--- config.mk ---
export PLATFORM = sky130hd
export DESIGN_NAME = pipeline_hazard_ctrl_flat
export DESIGN_NICKNAME = d
export VERILOG_FILES = /design/src/rtl/pipeline_hazard_ctrl_if.sv /design/src/rtl/pipeline_hazard_ctrl.sv /design/src/flat_wrapper.sv
export SDC_FILE = /design/constraint.sdc
export NUM_CORES = 1
export LEC_CHECK = 0
export ABC_AREA = 1
export CORE_MARGIN = 8
export CORE_UTILIZATION = 25
export CTS_CLUSTER_DIAMETER = 60
export CTS_CLUSTER_SIZE = 16
export DETAILED_ROUTE_END_ITERATION = 8
export SKIP_LAST_GASP = 1
export SLEW_MARGIN = 10
export SYNTH_ARGS = -nofsm -noshare
export SYNTH_HDL_FRONTEND = slang
export SYNTH_SLANG_ARGS = --single-unit
--- constraint.sdc ---
create_clock -name clk -period 4.2 [get_ports clk]
set_clock_uncertainty 0.05 [all_clocks]
set_input_delay 0.84 -clock clk [delete_from_list [all_inputs] [get_ports clk]]
set_output_delay 0.84 -clock clk [all_outputs]
set_load 0.01 [all_outputs]
--- src/rtl/pipeline_hazard_ctrl_if.sv ---
// pipeline_hazard_ctrl_if: hazard-detection inputs and per-stage control outputs
// of the pipeline hazard sequencer; master drives the hazard inputs, slave is the sequencer.
interface pipeline_hazard_ctrl_if #(
    parameter int REG_ADDR_W = 5,
    parameter int CNT_W      = 32
);
    logic [REG_ADDR_W-1:0] id_rs1_i;
    logic [REG_ADDR_W-1:0] id_rs2_i;
    logic [REG_ADDR_W-1:0] ex_rd_i;
    logic                  id_use_rs1_i;
    logic                  id_use_rs2_i;
    logic                  ex_mem_read_i;
    logic                  ex_mispredict_i;
    logic                  ex_mc_start_i;
    logic                  mc_done_i;
    logic                  mem_stall_i;
    logic                  pc_en_o;
    logic                  if_id_en_o;
    logic                  if_id_flush_o;
    logic                  id_ex_en_o;
    logic                  id_ex_flush_o;
    logic                  ex_mem_bubble_o;
    logic                  mc_busy_o;
    logic                  mc_timeout_o;
    logic [CNT_W-1:0]      stall_cnt_o;

    modport master (
        output id_rs1_i, id_rs2_i, ex_rd_i, id_use_rs1_i, id_use_rs2_i, ex_mem_read_i,
               ex_mispredict_i, ex_mc_start_i, mc_done_i, mem_stall_i,
        input  pc_en_o, if_id_en_o, if_id_flush_o, id_ex_en_o, id_ex_flush_o,
               ex_mem_bubble_o, mc_busy_o, mc_timeout_o, stall_cnt_o
    );

    modport slave (
        input  id_rs1_i, id_rs2_i, ex_rd_i, id_use_rs1_i, id_use_rs2_i, ex_mem_read_i,
               ex_mispredict_i, ex_mc_start_i, mc_done_i, mem_stall_i,
        output pc_en_o, if_id_en_o, if_id_flush_o, id_ex_en_o, id_ex_flush_o,
               ex_mem_bubble_o, mc_busy_o, mc_timeout_o, stall_cnt_o
    );
endinterface

--- src/rtl/pipeline_hazard_ctrl.sv ---
// pipeline_hazard_ctrl: stall/flush sequencer for PC, IF/ID, ID/EX and EX/MEM, covering
// memory back-pressure, mispredicts, load-use hazards and multi-cycle EX ops.
module pipeline_hazard_ctrl #(
    parameter int REG_ADDR_W = 5,
    parameter int MC_TIMEOUT = 64,
    parameter int CNT_W      = 32
) (
    input  logic                  clk,
    input  logic                  reset,
    pipeline_hazard_ctrl_if.slave bus
);
    localparam int MW = $clog2(MC_TIMEOUT);
    localparam logic [REG_ADDR_W-1:0] R0 = '0;

    typedef enum logic {RUN, MC_WAIT} state_t;

    state_t           state_q, state_d;
    logic [MW-1:0]    mc_cnt_q, mc_cnt_d;
    logic             done_seen_q, done_seen_d;
    logic             mc_timeout_q, mc_timeout_d;
    logic [CNT_W-1:0] stall_cnt_q, stall_cnt_d;
    logic             load_use, release_w, expire;
    logic             pc_en, if_id_en, if_id_flush, id_ex_en, id_ex_flush, bubble, busy;

    assign load_use = bus.ex_mem_read_i && (bus.ex_rd_i != R0) &&
                      ((bus.id_use_rs1_i && bus.id_rs1_i == bus.ex_rd_i) ||
                       (bus.id_use_rs2_i && bus.id_rs2_i == bus.ex_rd_i));
    assign release_w = (done_seen_q || bus.mc_done_i) && !bus.mem_stall_i;
    assign expire    = mc_cnt_q == MW'(MC_TIMEOUT - 1);

    always_comb begin
        pc_en        = 1'b1;
        if_id_en     = 1'b1;
        id_ex_en     = 1'b1;
        if_id_flush  = 1'b0;
        id_ex_flush  = 1'b0;
        bubble       = 1'b0;
        busy         = state_q == MC_WAIT;
        state_d      = state_q;
        mc_cnt_d     = mc_cnt_q;
        done_seen_d  = done_seen_q;
        mc_timeout_d = mc_timeout_q;
        if (state_q == RUN) begin
            if (bus.mem_stall_i) begin
                pc_en    = 1'b0;
                if_id_en = 1'b0;
                id_ex_en = 1'b0;
            end else if (bus.ex_mispredict_i) begin
                if_id_flush = 1'b1;
                id_ex_flush = 1'b1;
            end else if (bus.ex_mc_start_i) begin
                pc_en       = 1'b0;
                if_id_en    = 1'b0;
                id_ex_en    = 1'b0;
                bubble      = 1'b1;
                state_d     = MC_WAIT;
                mc_cnt_d    = '0;
                done_seen_d = 1'b0;
            end else if (load_use) begin
                pc_en       = 1'b0;
                if_id_en    = 1'b0;
                id_ex_flush = 1'b1;
            end
        end else begin
            mc_cnt_d    = mc_cnt_q + 1'b1;
            done_seen_d = done_seen_q || bus.mc_done_i;
            // A timeout releases exactly like a real completion so the pipeline never deadlocks.
            if (release_w || expire) begin
                state_d      = RUN;
                mc_timeout_d = mc_timeout_q || !release_w;
            end else begin
                pc_en    = 1'b0;
                if_id_en = 1'b0;
                id_ex_en = 1'b0;
                bubble   = 1'b1;
            end
        end
        if (reset) begin
            pc_en       = 1'b0;
            if_id_en    = 1'b0;
            id_ex_en    = 1'b0;
            if_id_flush = 1'b1;
            id_ex_flush = 1'b1;
            bubble      = 1'b1;
            busy        = 1'b0;
        end
        stall_cnt_d = stall_cnt_q + CNT_W'(!pc_en && !(&stall_cnt_q));
    end

    always_ff @(posedge clk) begin
        if (reset) begin
            state_q      <= RUN;
            mc_cnt_q     <= '0;
            done_seen_q  <= 1'b0;
            mc_timeout_q <= 1'b0;
            stall_cnt_q  <= '0;
        end else begin
            state_q      <= state_d;
            mc_cnt_q     <= mc_cnt_d;
            done_seen_q  <= done_seen_d;
            mc_timeout_q <= mc_timeout_d;
            stall_cnt_q  <= stall_cnt_d;
        end
    end

    assign bus.pc_en_o         = pc_en;
    assign bus.if_id_en_o      = if_id_en;
    assign bus.if_id_flush_o   = if_id_flush;
    assign bus.id_ex_en_o      = id_ex_en;
    assign bus.id_ex_flush_o   = id_ex_flush;
    assign bus.ex_mem_bubble_o = bubble;
    assign bus.mc_busy_o       = busy;
    assign bus.mc_timeout_o    = mc_timeout_q;
    assign bus.stall_cnt_o     = stall_cnt_q;
endmodule

--- src/flat_wrapper.sv ---
// flat-port wrapper written by rule: the top's interface ports become plain ports
module pipeline_hazard_ctrl_flat 
#(
    parameter int REG_ADDR_W = 5,
    parameter int MC_TIMEOUT = 64,
    parameter int CNT_W      = 32
)
  (clk, reset, bus_id_rs1_i, bus_id_rs2_i, bus_ex_rd_i, bus_id_use_rs1_i, bus_id_use_rs2_i, bus_ex_mem_read_i, bus_ex_mispredict_i, bus_ex_mc_start_i, bus_mc_done_i, bus_mem_stall_i, bus_pc_en_o, bus_if_id_en_o, bus_if_id_flush_o, bus_id_ex_en_o, bus_id_ex_flush_o, bus_ex_mem_bubble_o, bus_mc_busy_o, bus_mc_timeout_o, bus_stall_cnt_o);
  pipeline_hazard_ctrl_if #(.REG_ADDR_W(REG_ADDR_W), .CNT_W(CNT_W)) bus_i ();
  input  logic clk;
  input  logic reset;
  input wire logic [$bits(bus_i.id_rs1_i)-1:0] bus_id_rs1_i;
  input wire logic [$bits(bus_i.id_rs2_i)-1:0] bus_id_rs2_i;
  input wire logic [$bits(bus_i.ex_rd_i)-1:0] bus_ex_rd_i;
  input wire logic [$bits(bus_i.id_use_rs1_i)-1:0] bus_id_use_rs1_i;
  input wire logic [$bits(bus_i.id_use_rs2_i)-1:0] bus_id_use_rs2_i;
  input wire logic [$bits(bus_i.ex_mem_read_i)-1:0] bus_ex_mem_read_i;
  input wire logic [$bits(bus_i.ex_mispredict_i)-1:0] bus_ex_mispredict_i;
  input wire logic [$bits(bus_i.ex_mc_start_i)-1:0] bus_ex_mc_start_i;
  input wire logic [$bits(bus_i.mc_done_i)-1:0] bus_mc_done_i;
  input wire logic [$bits(bus_i.mem_stall_i)-1:0] bus_mem_stall_i;
  output wire logic [$bits(bus_i.pc_en_o)-1:0] bus_pc_en_o;
  output wire logic [$bits(bus_i.if_id_en_o)-1:0] bus_if_id_en_o;
  output wire logic [$bits(bus_i.if_id_flush_o)-1:0] bus_if_id_flush_o;
  output wire logic [$bits(bus_i.id_ex_en_o)-1:0] bus_id_ex_en_o;
  output wire logic [$bits(bus_i.id_ex_flush_o)-1:0] bus_id_ex_flush_o;
  output wire logic [$bits(bus_i.ex_mem_bubble_o)-1:0] bus_ex_mem_bubble_o;
  output wire logic [$bits(bus_i.mc_busy_o)-1:0] bus_mc_busy_o;
  output wire logic [$bits(bus_i.mc_timeout_o)-1:0] bus_mc_timeout_o;
  output wire logic [$bits(bus_i.stall_cnt_o)-1:0] bus_stall_cnt_o;
  assign bus_i.id_rs1_i = bus_id_rs1_i;
  assign bus_i.id_rs2_i = bus_id_rs2_i;
  assign bus_i.ex_rd_i = bus_ex_rd_i;
  assign bus_i.id_use_rs1_i = bus_id_use_rs1_i;
  assign bus_i.id_use_rs2_i = bus_id_use_rs2_i;
  assign bus_i.ex_mem_read_i = bus_ex_mem_read_i;
  assign bus_i.ex_mispredict_i = bus_ex_mispredict_i;
  assign bus_i.ex_mc_start_i = bus_ex_mc_start_i;
  assign bus_i.mc_done_i = bus_mc_done_i;
  assign bus_i.mem_stall_i = bus_mem_stall_i;
  assign bus_pc_en_o = bus_i.pc_en_o;
  assign bus_if_id_en_o = bus_i.if_id_en_o;
  assign bus_if_id_flush_o = bus_i.if_id_flush_o;
  assign bus_id_ex_en_o = bus_i.id_ex_en_o;
  assign bus_id_ex_flush_o = bus_i.id_ex_flush_o;
  assign bus_ex_mem_bubble_o = bus_i.ex_mem_bubble_o;
  assign bus_mc_busy_o = bus_i.mc_busy_o;
  assign bus_mc_timeout_o = bus_i.mc_timeout_o;
  assign bus_stall_cnt_o = bus_i.stall_cnt_o;
  pipeline_hazard_ctrl #(.REG_ADDR_W(REG_ADDR_W), .MC_TIMEOUT(MC_TIMEOUT), .CNT_W(CNT_W)) u_core (.clk(clk), .reset(reset), .bus(bus_i));
endmodule
==> results.toml <==
[outcome]
status = "completed"

[synth]
yosysUniqueCellTypes = 30
ys_seq_area_share_pct = 33.9
synthTopCellsByArea = "dfxtp_1 34%, nand2_1 19%, nor2_1 10%"
yosys_warnings = 0
syn_area_per_cell_um2 = 6.08
syn_area_mm2 = 0.00242
synth_top_area_cell = "dfxtp_1"
synth_top_area_share_pct = 33.9
synth-seq-cells = 41
syn_nets = 425
syn_inst = 398

[cells_and_area]
area_delta_synth_final_pct = 36.9
seq_area_um2 = 821
n_antenna_cell = 0
n_fill_cell = 1015
multi_input_area_mm2 = 0.00136
layout.nets = 490
drive_gt1_share_pct = 3.66

[place]
gp_congestion = 0.922
hpwl_um = 5970
numPortBuffers = 63

[sta]
fin_setup_tns_ns = 0
worst_pin_slew_ns = 0.478
final.min_clock_period_ns = 3.48
drv_slew = 0
slew_headroom_pct = 68.1
fin_crit_sh_pct = 82.7
hold_violations = 0
setup_violations = 0
fmax_mhz = 288
rsz0062_at_grt = "no"

[power_and_ir_drop]
p_leak_nw = 1.17
power_density_mw_per_mm2 = 249
intPower_uw = 634
p_comb_share_pct = 11.3
p_switching_uw = 190
design_power_total_uw = 824
p_seq_share_pct = 48.4
vdd_ir_drop_max_uv = 113
swShare_pct = 23.1
clkPwrFrac_pct = 40.3

[hold_path]
hold_start = "u_core.bus.mc_timeout_o"
hold_class = "flip-flop to flip-flop"

[clock_network]
cts_setup_buffers = 0
path_clk_slew_ns = 0.08
root_buffer = "clkbuf_8"
clk_latency_ns = 0.30
cts_tree = "built"
clk_path_buf_depth = 2
cts_resized = 0
postCtsHoldBufs = 0
htree_levels = 2
cts.sinks = 41
cts_made_buffers = 5

[route]
ant_nets = 0
vias = 2573
drc = 0
drt_iter0_markers = 132
avgRoutedWirePerCell_um = 12.0
vias_per_cell = 4.31
dr.pass1.iters = 4
routed_wl_um = 7180

[worst_setup_path]
crit_fanout = 15
cp-end-kind = "output port"
path_class = "input pin to output port"
cpPeakStageDelay_ns = 0.68
r2r-start = "u_core.mc_cnt_q[0]"
cp_data_arrival_time_ns = 2.59
cp-startpoint = "reset"
crit_chain = "clkdlybuf4s50_1 -> inv_1 -> nand3_1 -> clkdlybuf4s50_1"
path_common_cell = "clkdlybuf4s50_1"
cp_num_buf_inv = 3
crit_path_top_delay_cell = "clkdlybuf4s50_1"
cp_data_required_time_ns = 3.31
crit_family = "buffers and inverters"
start_kind = "input pin"

[global_route]
grt_pass1_wl_um = 11400
overflow = 0
grt_antenna_before_repair = 0
grt_pass1_vias = 2456
track_usage_pct = 10.9
grt_start_max_net_pins = 23

[die]
coreArea_mm2 = 0.00959
die_x_um = 114
initial_core_util_pct = 25.2
dieArea_mm2 = 0.0131
rows = 36
chipHeight_um = 114
pin_count = 64

[job]
maxCapViolCount = 0
## layout make-up
class,instances,share of cell area [%]
Multi-Input combinational cell,295,41.1
Timing Repair Buffer,64,19.3
Clock buffer,7,2.60
Inverter,56,6.34
Tap cell,133,5.02
Clock inverter,1,0.906
Sequential cell,41,24.8
## final timing paths
check	to	slack (ns)	cells past startpoint
hold / removal	u_core.bus.mc_timeout_o	0.43	2
setup reg to reg	u_core.bus.stall_cnt_o[18]	1.54	18
hold reg to reg	u_core.bus.mc_timeout_o	0.43	2
setup / recovery	bus_ex_mem_bubble_o	0.72	4
## stage by stage
step / setup WS, ns / hold WS, ns / area, um2 / instances / utilization, %
after floorplan: 1.41 / 0.404 / 2420 / 398 / -
after global placement: 0.687 / 0.416 / 3200 / 589 / 33.3
after detailed placement: 0.653 / 0.421 / 3200 / 589 / 33.3
after CTS: 0.700 / 0.440 / 3310 / 597 / 34.5
after global routing: 0.495 / 0.461 / 3310 / 597 / 34.5
final: 0.725 / 0.435 / 3310 / 597 / 34.5
## worst min-delay path, cell delays in order, from the launching register on
cell	delay [ns]
dfxtp_1	0.34
a31oi_1	0.05
nor2_1	0.07
## sequential cells by signal, summed over array words and instances, names as in the netlist
register                 cells
u_core.state_q               1
u_core.bus.mc_timeout_o      1
u_core.mc_cnt_q              6
u_core.bus.stall_cnt_o      32
u_core.done_seen_q           1
## power by group through the flow
stage,clock [mW],combinational [mW],sequential (mW)
3_3_place_gp,0,0.0931,0.408
5_1_grt,0.359,0.106,0.401
4_1_cts,0.343,0.0940,0.399
2_1_floorplan,0,0.0433,0.408
3_5_place_dp,0,0.0938,0.408
6_report,0.332,0.0929,0.399
## metal layers
metal / global-route usage [%] / share of wire, % / wire [um]
met4: 4.17 / 1.7 / 120
met2: 19.2 / 49 / 3550
met3: 2.37 / 4.2 / 299
met5: 0 / 0 / 0
met1: 12.4 / 45 / 3210
## synth_stat cells
master	n
a31oi_1	1
a21oi_1	30
buf_4	1
a211oi_1	1
nor2_4	3
o21a_1	1
dfxtp_1	41
o21ai_0	14
nor2b_2	1
nand4_1	7
nand2_2	2
or2_0	3
nor3b_1	1
nor2_2	1
nand3_2	1
nand2_4	1
ha_1	3
inv_1	56
nor3_1	16
a32o_1	1
clkbuf_1	1
nand2_1	120
nor4_1	1
clkbuf_2	1
nor2_1	66
xor2_1	2
nand3b_1	5
xnor2_1	3
nand3_1	11
buf_1	3
## kinds of logic (layout without fill, tap and decap cells)
| family | after synthesis | count (layout) | synth area share, % |
|---|---|---|---|
| fa+ha+maj | 3 | 3 | 1.55 |
| xor+xnor | 5 | 5 | 1.81 |
| simple gates | 239 | 239 | 42.5 |
| buf+inv | 62 | 128 | 9.82 |
| compound gates | 48 | 48 | 10.4 |
| flops | 41 | 41 | 33.9 |
## placed cells by master (no fill, tap or decap), types with 5 or more instances in the layout
cell / count
o21ai_0: 14
nand3_1: 11
dfxtp_1: 41
nand4_1: 7
nand3b_1: 5
a21oi_1: 30
clkdlybuf4s50_1: 63
inv_1: 56
nor3_1: 16
nor2_1: 66
nand2_1: 120
clkbuf_8: 6
Power figures use the tool's default switching activity.
